==> src/rtl/delay_config_ctrl.sv <==
// Shadow/active per-channel delay indices; a committed shadow set is applied atomically at a frame boundary.
// Optional macro DELAY_SLEW_EN: active indices step one count per frame toward the committed set.
module delay_config_ctrl #(
  parameter int NUM_CHANNELS = 4,
  parameter int BUFFER_SIZE  = 16,
  localparam int IDX_W = $clog2(BUFFER_SIZE)
) (
  input  logic                          clk,
  input  logic                          rst_n,
  input  logic                          frame_start,
  input  logic                          cfg_valid,
  output logic                          cfg_ready,
  input  logic [2:0]                    cfg_chan,
  input  logic [IDX_W-1:0]              cfg_delay,
  input  logic                          commit,
  output logic [NUM_CHANNELS*IDX_W-1:0] delay_index,
  output logic                          pending,
  output logic                          busy,
  output logic                          update_pulse,
  output logic [1:0]                    err
);

  typedef enum logic [1:0] {
    IDLE,
    LOAD,
    ARMED
`ifdef DELAY_SLEW_EN
    , SLEW
`endif
  } state_t;

  localparam logic [3:0]       NCH     = 4'(NUM_CHANNELS);
  localparam logic [IDX_W-1:0] MAX_IDX = IDX_W'(BUFFER_SIZE - 1);

  state_t           state_q, state_d;
  logic [IDX_W-1:0] shadow_q [NUM_CHANNELS];
  logic [IDX_W-1:0] shadow_d [NUM_CHANNELS];
  logic [IDX_W-1:0] active_q [NUM_CHANNELS];
  logic [IDX_W-1:0] active_d [NUM_CHANNELS];
  logic [1:0]       err_q, err_d;
  logic             pulse_q, pulse_d;

  logic             chan_oob, wr_ok, wr_bad, commit_ok, commit_bad;
  logic [IDX_W-1:0] wr_delay;

  assign cfg_ready  = (state_q == IDLE) || (state_q == LOAD);
  assign chan_oob   = ({1'b0, cfg_chan} >= NCH);
  assign wr_ok      = cfg_valid && cfg_ready && !chan_oob;
  assign wr_bad     = cfg_valid && cfg_ready && chan_oob;
  assign commit_ok  = commit && cfg_ready;
  assign commit_bad = commit && !cfg_ready;

  // Clamping only matters for non-power-of-two depths.
  if ((1 << IDX_W) == BUFFER_SIZE) begin : g_no_clamp
    assign wr_delay = cfg_delay;
  end else begin : g_clamp
    assign wr_delay = (cfg_delay > MAX_IDX) ? MAX_IDX : cfg_delay;
  end

`ifdef DELAY_SLEW_EN
  logic [IDX_W-1:0] step_val [NUM_CHANNELS];
  logic             step_done;

  always_comb begin
    step_done = 1'b1;
    for (int c = 0; c < NUM_CHANNELS; c++) begin
      step_val[c] = active_q[c];
      if (active_q[c] < shadow_q[c])      step_val[c] = active_q[c] + 1'b1;
      else if (active_q[c] > shadow_q[c]) step_val[c] = active_q[c] - 1'b1;
      if (step_val[c] != shadow_q[c]) step_done = 1'b0;
    end
  end
`endif

  always_comb begin
    state_d  = state_q;
    pulse_d  = 1'b0;
    shadow_d = shadow_q;
    active_d = active_q;
    for (int c = 0; c < NUM_CHANNELS; c++)
      if (wr_ok && (cfg_chan == 3'(c))) shadow_d[c] = wr_delay;
    // An accepted commit wipes the flags, even one raised by its own write.
    if (commit_ok) err_d = '0;
    else           err_d = err_q | {commit_bad, wr_bad};
    case (state_q)
      IDLE, LOAD: begin
        if (commit_ok)  state_d = ARMED;
        else if (wr_ok) state_d = LOAD;
      end
      ARMED: begin
        if (frame_start) begin
`ifdef DELAY_SLEW_EN
          active_d = step_val;
          if (step_done) begin
            pulse_d = 1'b1;
            state_d = IDLE;
          end else begin
            state_d = SLEW;
          end
`else
          active_d = shadow_q;
          pulse_d  = 1'b1;
          state_d  = IDLE;
`endif
        end
      end
`ifdef DELAY_SLEW_EN
      SLEW: begin
        if (frame_start) begin
          active_d = step_val;
          if (step_done) begin
            pulse_d = 1'b1;
            state_d = IDLE;
          end
        end
      end
`endif
      default: state_d = IDLE;
    endcase
  end

  always_ff @(posedge clk or negedge rst_n) begin
    if (!rst_n) begin
      state_q <= IDLE;
      err_q   <= '0;
      pulse_q <= 1'b0;
      for (int c = 0; c < NUM_CHANNELS; c++) begin
        shadow_q[c] <= '0;
        active_q[c] <= '0;
      end
    end else begin
      state_q  <= state_d;
      err_q    <= err_d;
      pulse_q  <= pulse_d;
      shadow_q <= shadow_d;
      active_q <= active_d;
    end
  end

  for (genvar c = 0; c < NUM_CHANNELS; c++) begin : g_pack
    assign delay_index[c*IDX_W +: IDX_W] = active_q[c];
  end

  assign pending      = (state_q == LOAD);
`ifdef DELAY_SLEW_EN
  assign busy         = (state_q == ARMED) || (state_q == SLEW);
`else
  assign busy         = (state_q == ARMED);
`endif
  assign update_pulse = pulse_q;
  assign err          = err_q;

endmodule

==> config.mk <==
export PLATFORM = sky130hd
export DESIGN_NAME = delay_config_ctrl
export DESIGN_NICKNAME = d
export VERILOG_FILES = /design/src/rtl/delay_config_ctrl.sv
export SDC_FILE = /design/constraint.sdc
export NUM_CORES = 1
export LEC_CHECK = 0
export CORE_MARGIN = 2
export CORE_UTILIZATION = 51
export CTS_BUF_LIST = sky130_fd_sc_hd__clkbuf_4
export CTS_CLUSTER_DIAMETER = 40
export DETAILED_ROUTE_END_ITERATION = 6
export MAX_ROUTING_LAYER = met4
export PLACE_DENSITY = 0.81
export SLEW_MARGIN = 20
export SYNTH_ARGS = -nofsm -noshare
export SYNTH_HDL_FRONTEND = slang
export SYNTH_SLANG_ARGS = --single-unit
export TNS_END_PERCENT = 5
==> constraint.sdc <==
create_clock -name clk -period 1.8 [get_ports clk]
set_input_delay 0.36 -clock clk [delete_from_list [all_inputs] [get_ports clk]]
set_output_delay 0.36 -clock clk [all_outputs]
set_load 0.01 [all_outputs]
==> flow_summary.yaml <==
yosys:
  synth_area_leaders: "dfrtp_1 63%, mux2_2 17%, mux2_4 9.2%"
  syn-mean-instance-area_sq_um: 16.22
  synth_warnings: 0
  syn_area_sq_um: 1476
  netlist-cell-type-count: 19
  synth-seq-cells: 37
  yosys.area.top_type_share_pct: 62.71
  yosysTopAreaCell: "dfrtp_1"
  ys_seq_area_share_pct: 62.71
  synth_fp_nets: 103
  netlist_instances: 91
sta:
  fin_skew_ns: 0.01495
  period_share_pct: 91.70
  timing.final.ws_setup_ns: 0.1494
  fmax_mhz: 605.8
  rsz0062_at_grt: "no"
  final-setup-viol-count: 0
  tns_ns: 0
  worst_slew_pin_slew_ns: 0.4603
  finalCriticalPeriod_ns: 1.651
  slew_violations: 0
  relSlewSlack_pct: 69.31
  hold_viol_final: 0
floorplan:
  core_area_sq_um: 2758
  start_util_pct: 53.54
  die_w_um: 57.81
  die_area_sq_um: 3341
  fp-row-count: 19
  io_pins: 34
  die_y_um: 57.81
detailed_routing:
  wire_per_inst_um: 16.53
  drt-initial-drc-count: 9
  route.detailed.drc: 0
  firstDrtPassIters: 4
  routed_via_density: 5.343
  drt-total-wl_um: 2744
  ant_nets: 0
  num_vias: 887
clock_network:
  h-tree-depth: 2
  post_cts_buffers: 0
  cts.hold.buffers_added: 0
  clkTransAtPathRegs_ns: 0.11
  cts_buffers: 5
  clock_sinks: 37
  clockBufferDepth: 2
  clk_latency_ns: 0.34
  cts-root-buf: "clkbuf_4"
  cts_tree: "done"
  cts-resized-gates: 5
worst_setup_path:
  crit_path_max_incr_delay_ns: 0.48
  crit_arrival_ns: 1.29
  end_kind: "primary output"
  worstPathRequired_ns: 1.44
  crit_slowest_cell: "dfrtp_2"
  path_cells: "and2b_4 > dlygate4sd2_1"
  path_buf_inv: 1
  worstSetupStartpointType: "flop"
  crit_fanout: 7
  timing_worst_setup_path_type: "reg -> out"
  crit_family: "flip-flops"
power_and_ir_drop:
  ir_worst_vdd_mv: 1.024
  power_density_nw_per_um2: 1444
  leakagePower_uw: 0.0009123
global_routing:
  grt.overflow.total: 0
  antenna_found_initial: 0
  grt_pass1_wl_um: 4761
  grt_max_degree: 38
  grt_use_total_pct: 20.15
  grt_pass1_vias: 981
worst_hold_path:
  hp-class: "in -> async"
flow_run:
  cap_violations: 0
layout:
  layout_commonest_cell: "dfrtp_1"
  nets: 147
  antenna_cells: 0
  drive_gt1_share_pct: 36.30
  fin_area_sq_um: 1944
  finalNonFillerCells: 166
  area_growth_pct: 31.69
  final_cell_mix: "36 x dfrtp_1, 30 x clkdlybuf4s50_1, 22 x mux2_2"
placed_design:
  dp.cells: 159
  dpl_worst_slack_ns: -0.09849
  placed_cell_area_sq_um: 1874
  gp_congestion: 0.7780
  portBuffers: 33
  place_hpwl_um: 2013
status:
  outcome: "completed"
## synth_stat cells (all sizes together)
library cell	number
a21oi	2
a22o	1
a31oi	1
and2b	2
and3	1
buf	2
dfrtp	37
inv	4
mux2	33
nand2	3
nand4	1
nor2b	1
nor3	2
nor4b	1
## kinds of logic (layout without fill, tap and decap cells)
family	Yosys count	count (layout)	share of synthesized area [%]
AOI/OAI and AO/OA	4	4	1.695
buffers and inverters	6	50	2.118
DFF	37	37	62.71
muxes	33	33	27.46
and+or+nand+nor	11	11	6.018
## registers in the layout (all words and copies together) (netlist names), named ones only
name	flops
delay_index	16
state_q	2
shadow_q	16
update_pulse	1
err	1
## per-stage QoR
stage,hold slack (ns),utilization (%),total power [uW]
floorplan,0.06441,-,1761
global placement,0.4688,67.97,2247
detailed placement,0.4787,67.97,2305
CTS,0.4337,70.51,2842
global route,0.4496,70.51,2973
finish,0.4234,70.51,2808
## power breakdown
part	switching, uW	internal (uW)
sequential	173	1130
clock	259	283
combinational	315	644
total	747	2060
## final timing paths
kind	from	endpoint	slack, ns	cells past startpoint
setup / recovery	state_q[1]$_DFFE_PN0P_	busy	0.15	2
hold / removal	rst_n	delay_index[7]$_DFFE_PN0P_	0.42	2
setup reg to reg	state_q[1]$_DFFE_PN0P_	shadow_q[7]$_DFFE_PN0P_	0.37	3
hold reg to reg	shadow_q[3]$_DFFE_PN0P_	delay_index[15]$_DFFE_PN0P_	0.50	1
max in group asynchronous	rst_n	state_q[1]$_DFFE_PN0P_	1.01	2
min in group clk	shadow_q[3]$_DFFE_PN0P_	delay_index[15]$_DFFE_PN0P_	0.50	1
## cell type report
class,count,area [sq um]
Sequential cell,37,927.1
Fill cell,195,813.3
Multi-Input combinational cell,48,519.2
Timing Repair Buffer,39,371.6
Tap cell,31,38.79
Clock buffer,5,37.54
Clock inverter,2,35.03
Inverter,4,15.01
## layer usage
| layer | GRT usage, % | share of wire (%) | wire [um] |
|---|---|---|---|
| met3 | 5.580 | 4.5 | 123 |
| met5 | - | 0 | 0 |
| met4 | 7.973 | 2.0 | 56 |
| met1 | 23.61 | 41 | 1123 |
| met2 | 32.95 | 52 | 1440 |
## worst register-to-register path, delay by kind of cell (launching register included)
kind	cells	cell delay, ns
simple gates	2	0.49
flops	1	0.48
mux	1	0.37
Note: power is estimated with default switching activity, not from simulation.
